## config.mk

```make
export PLATFORM = sky130hd
export DESIGN_NAME = jpegls_byte_packer
export DESIGN_NICKNAME = d
export VERILOG_FILES = /design/src/rtl/jpegls_byte_packer.sv
export SDC_FILE = /design/constraint.sdc
export NUM_CORES = 2
export LEC_CHECK = 0
export ABC_AREA = 1
export CAP_MARGIN = 20
export CORE_MARGIN = 2
export CORE_UTILIZATION = 25
export DETAILED_ROUTE_END_ITERATION = 6
export MAX_ROUTING_LAYER = met4
export SLEW_MARGIN = 0
export SYNTH_ARGS = -nofsm -noshare
export SYNTH_HDL_FRONTEND = slang
export SYNTH_SLANG_ARGS = --single-unit
export TNS_END_PERCENT = 1
```

## constraint.sdc

```tcl
create_clock -name clk -period 17.6 [get_ports clk]
set_clock_uncertainty 0.1 [all_clocks]
set_input_delay 3.52 -clock clk [delete_from_list [all_inputs] [get_ports clk]]
set_output_delay 3.52 -clock clk [all_outputs]
set_load 0.03 [all_outputs]
```

## src/rtl/jpegls_byte_packer.sv

```systemverilog
// jpegls_byte_packer: packs variable-length encoder chunks MSB-first into a
// byte stream, inserts a 0 bit after every 0xFF of entropy-coded data,
// zero-pads the tail and appends the EOI marker (0xFF 0xD9).
module jpegls_byte_packer #(
   parameter int dataOut_length      = 64,
   parameter int encodedlength_width = 7,
   parameter int HEADER_MARKER_SIZE  = 0,
   parameter int ACC_DEPTH           = 512,
   parameter int cnt_width           = 10
) (
   input  logic                           clk,
   input  logic                           reset,
   input  logic                           dataReady,
   input  logic [dataOut_length-1:0]      dataOut,
   input  logic [encodedlength_width-1:0] dataSize,
   input  logic                           endOfDataStream,
   output logic [7:0]                     byte_out,
   output logic                           byte_valid,
   input  logic                           byte_ready,
   output logic                           done,
   output logic                           overflow
);
   localparam int HDR_BYTES = HEADER_MARKER_SIZE / 8;
   localparam int HDR_W     = (HDR_BYTES < 1) ? 1 : $clog2(HDR_BYTES + 1);

   typedef enum logic [2:0] {RUN, FLUSH, EOI_FF, EOI_D9, DONE} state_t;

   state_t                    state;
   // Bit accumulator: the oldest bit sits at the MSB, bits below count are zero.
   logic [ACC_DEPTH-1:0]      acc;
   logic [cnt_width-1:0]      count;
   logic                      stuff_pending;
   logic                      eos_latched;
   logic [HDR_W-1:0]          hdr_cnt;

   logic                      load_en;
   logic                      hdr_done;
   logic                      byte_avail;
   logic                      pop_en;
   logic [7:0]                head_byte;
   logic [cnt_width-1:0]      consumed;
   logic [cnt_width-1:0]      fill_after_pop;
   logic [cnt_width:0]        fill_total;
   logic                      append_req;
   logic                      append_fit;
   logic [dataOut_length-1:0] chunk_masked;
   logic [ACC_DEPTH-1:0]      acc_popped;
   logic [ACC_DEPTH-1:0]      chunk_placed;
   logic [ACC_DEPTH-1:0]      acc_next;
   logic                      flush_go;

   // Pop/append datapath: next byte candidate, fill arithmetic and the shifted accumulator
   always_comb begin
      load_en        = !byte_valid || byte_ready;
      hdr_done       = (hdr_cnt == HDR_W'(HDR_BYTES));
      byte_avail     = stuff_pending ? (count >= cnt_width'(7)) : (count >= cnt_width'(8));
      // A stuffed byte carries only 7 stream bits behind a forced 0 MSB.
      head_byte      = stuff_pending ? {1'b0, acc[ACC_DEPTH-1 -: 7]} : acc[ACC_DEPTH-1 -: 8];
      pop_en         = (state == RUN) && load_en && byte_avail;
      consumed       = '0;
      if (pop_en)
         consumed = stuff_pending ? cnt_width'(7) : cnt_width'(8);
      fill_after_pop = count - consumed;
      append_req     = (state == RUN) && dataReady && (dataSize != '0);
      fill_total     = {1'b0, fill_after_pop} + (cnt_width+1)'(dataSize);
      append_fit     = (fill_total <= (cnt_width+1)'(ACC_DEPTH));
      // Clear the don't-care bits below the valid chunk bits.
      chunk_masked   = dataOut & ~({dataOut_length{1'b1}} >> dataSize);
      acc_popped     = acc << consumed;
      chunk_placed   = {chunk_masked, {(ACC_DEPTH-dataOut_length){1'b0}}} >> fill_after_pop;
      acc_next       = acc_popped;
      if (append_req && append_fit)
         acc_next = acc_popped | chunk_placed;
      // Leave RUN only once no whole byte remains and no late chunk is arriving.
      flush_go       = eos_latched && !byte_avail && !append_req;
   end

   // Accumulator, output byte register and the RUN/FLUSH/EOI state machine
   always_ff @(posedge clk) begin
      if (reset) begin
         state         <= RUN;
         acc           <= '0;
         count         <= '0;
         stuff_pending <= 1'b0;
         eos_latched   <= 1'b0;
         hdr_cnt       <= '0;
         byte_out      <= 8'h00;
         byte_valid    <= 1'b0;
         done          <= 1'b0;
         overflow      <= 1'b0;
      end else begin
         done <= 1'b0;
         if (append_req && !append_fit)
            overflow <= 1'b1;
         case (state)
            RUN: begin
               acc <= acc_next;
               if (append_req && append_fit)
                  count <= fill_total[cnt_width-1:0];
               else
                  count <= fill_after_pop;
               if (endOfDataStream)
                  eos_latched <= 1'b1;
               if (load_en) begin
                  if (byte_avail) begin
                     byte_out   <= head_byte;
                     byte_valid <= 1'b1;
                     if (stuff_pending)
                        stuff_pending <= 1'b0;
                     else if (head_byte == 8'hFF && hdr_done)
                        stuff_pending <= 1'b1;
                     if (!hdr_done)
                        hdr_cnt <= hdr_cnt + 1'b1;
                  end else begin
                     byte_valid <= 1'b0;
                  end
               end
               if (flush_go)
                  state <= FLUSH;
            end
            FLUSH: begin
               if (load_en) begin
                  // Remaining bits are already zero-padded, so this byte is never 0xFF.
                  if (count != '0 || stuff_pending) begin
                     byte_out   <= head_byte;
                     byte_valid <= 1'b1;
                  end else begin
                     byte_valid <= 1'b0;
                  end
                  acc           <= '0;
                  count         <= '0;
                  stuff_pending <= 1'b0;
                  state         <= EOI_FF;
               end
            end
            EOI_FF: begin
               if (load_en) begin
                  byte_out   <= 8'hFF;
                  byte_valid <= 1'b1;
                  state      <= EOI_D9;
               end
            end
            EOI_D9: begin
               if (load_en) begin
                  // 0xD9 already on the output and accepted now: the stream is complete.
                  if (byte_valid && byte_out == 8'hD9) begin
                     byte_valid <= 1'b0;
                     done       <= 1'b1;
                     state      <= DONE;
                  end else begin
                     byte_out   <= 8'hD9;
                     byte_valid <= 1'b1;
                  end
               end
            end
            DONE: begin
               byte_valid <= 1'b0;
            end
            default: state <= RUN;
         endcase
      end
   end
endmodule

```

==> impl_metrics.yaml <==
floorplanning:
  die_w_um: 405
  rows: 147
  initial_core_util: 0.251
  io_pins: 87
  die_area_sq_um: 164000
  core_area_sq_um: 160000
  die_y_um: 405
clock_network:
  cts_setup_buffers: 0
  cts-root-buf: "clkbuf_16"
  clk_path_buf_depth: 3
  numCtsBuffers: 60
  cts.repair.resized: 0
  htree_num_levels: 2
  cts_hold_buffers: 0
  cts.clk_slew.worst_paths_ps: 60
  insertion_delay_ps: 710
  cts_tree: "built"
  numClockSinks: 538
synthesis:
  synth_edf_count: 0
  netlist-cell-type-count: 44
  synth_nets: 6860
  ys_seq_area_frac: 0.267
  synth-async-reset-ratio: 0
  ys.flop_type: "dfxtp_1"
  synth_area_sq_um: 40300
  synth_seq_cells: 538
  syn_avg_cell_area_sq_um: 5.95
  yosys_warnings: 0
  synth_cells: 6771
critical_path:
  crit_top_cell: "nand2_1"
  worstSetupStartpointType: "input port"
  crit_arrival_ps: 12550
  reg2reg_depth: 36
  max_stage_delay_ps: 810
  cp_max_fo: 141
  r2r_end: "acc[416]"
  cp_top_family: "buffers and inverters"
  timing.rr.start: "state[1]"
  cp.required_ps: 18130
  crit_type: "input port to flip-flop"
  slowest_stage: "nor2_4"
  path_buf_inv: 10
  rrSetupSlack_ps: 8000
  end_kind: "flip-flop"
layout:
  multiInputGateArea_sq_um: 26400
  drive_gt1_frac: 0.0449
  area_growth_pct: 9.82
  fin_nets: 6460
  regArea_sq_um: 10800
  num-fill-cells: 17900
sta:
  finalSetupTns_ps: 0
  rsz0062_at_grt: "no"
  tightest_slew_ps: 1270
  setup_viol: 0
  min_period_over_period: 0.683
  finalMaxSlewViolations: 0
  slew_headroom: 0.155
  finalWorstPathRequiredPeriod_ps: 12030
  final_hold_viol_count: 0
  max_freq_mhz: 83.2
route:
  drt-initial-drc-count: 8080
  via_per_inst: 5.79
  dr.pass1.iters: 6
  postRouteAntennaNets: 0
  num_vias: 49700
  routed_wl_um: 204000
  drc: 0
  wl_per_cell_um: 23.8
global_routing:
  grt_max_degree: 216
  overflow: 0
  grt_usage: 0.245
  grt_antenna_before_repair: 7
  grt_pass1_vias: 44500
  grt_pass1_wl_um: 301000
worst_hold_path:
  hp-class: "flip-flop to flip-flop"
  hold-path-endpoint: "acc[308]"
  hp-start: "acc[308]"
  hold_depth: 2
run_status:
  outcome: "finished, final reports clean"
job:
  cap_violations: 0
placed_design:
  hpwlAfterDp_um: 138000
  numPortBuffers: 86
  gp_congestion: 1.01
==> logic make-up (layout without fill, tap and decap cells) <==
group | after synthesis | count (layout) | synth area share
buf+inv | 829 | 479 | 0.0797
other cells | 0 | 4 | 0
fa+ha+maj | 13 | 13 | 0.00441
compound gates | 1368 | 1368 | 0.216
xor+xnor | 7 | 7 | 0.00171
flops | 538 | 538 | 0.267
simple gates | 4016 | 4016 | 0.431
==> registers in the layout (all words and copies together) (netlist names) <==
signal	count
byte_out	8
stuff_pending	1
done	1
count	10
eos_latched	1
acc	512
state	3
byte_valid	1
overflow	1
==> per-stage QoR <==
stage / hold slack (ps) / cells / worst slack (ps) / util / instance area [sq um]
after detailed placement: 355 / 8469 / 4980 / 0.263 / 42200
after CTS: 365 / 8581 / 5670 / 0.276 / 44200
after floorplan: 337 / 6771 / 8890 / - / 40300
final: 364 / 8585 / 5570 / 0.276 / 44200
after global placement: 352 / 8469 / 5080 / 0.263 / 42200
after global routing: 379 / 8585 / 4910 / 0.276 / 44200
==> layout make-up <==
| cell class | count | share of cell area |
|---|---|---|
| Tap cell | 2160 | 0.0611 |
| Multi-Input combinational cell | 5404 | 0.597 |
| Sequential cell | 538 | 0.244 |
| Inverter | 223 | 0.0196 |
| Clock inverter | 28 | 0.00736 |
| Antenna cell | 4 | 0.000226 |
| Clock buffer | 84 | 0.0385 |
| Timing Repair Buffer | 144 | 0.0323 |
==> worst min-delay path, delay by kind of cell (launching register included) <==
| family | cells | cell delay, ps |
|---|---|---|
| simple gates | 1 | 60 |
| compound gates | 1 | 50 |
| flops | 1 | 310 |
==> cell usage after synthesis (all sizes together) (119+ instances only) <==
cell	count	area, sq um
nand2	2188	8220
nand3	1328	6660
a21oi	572	2860
dfxtp	538	10800
clkbuf	465	1750
o221ai	316	2770
nor2	261	1000
inv	220	826
o22ai	192	1200
buf	141	628
o21ai	119	596
o21bai	119	893
==> worst max path at each step <==
stage,start,end,slack [ps],cells past startpoint
4_1_cts,byte_ready,acc[258],5670,36
5_1_grt,byte_ready,acc[288],4910,36
3_3_place_gp,byte_ready,acc[416],5080,36
2_1_floorplan,byte_ready,acc[246],8890,34
6_report,byte_ready,acc[416],5570,36
3_5_place_dp,byte_ready,acc[390],4980,36
==> layout by cell type (no fill, tap or decap), drive strengths merged, types with 105 or more instances in the layout <==
cell type | Yosys | layout
nand2 | 2188 | 2188
nand3 | 1328 | 1328
a21oi | 572 | 572
dfxtp | 538 | 538
o221ai | 316 | 316
nor2 | 261 | 261
inv | 220 | 223
o22ai | 192 | 192
o21bai | 119 | 119
o21ai | 119 | 119
or2 | 105 | 105
==> routing by layer <==
layer	GRT usage	part of all wire	wire [um]	up-vias
met2	0.345	0.41	84700	3005
met5	-	0	0	-
met4	0.115	0.055	11200	0
li1	-	-	-	22700
met3	0.0442	0.11	21700	424
met1	0.335	0.42	86500	23600
Power is left out: the tool's default activity adds up to more than one toggle a clock period on the data nets, which glitch-free logic cannot reach.
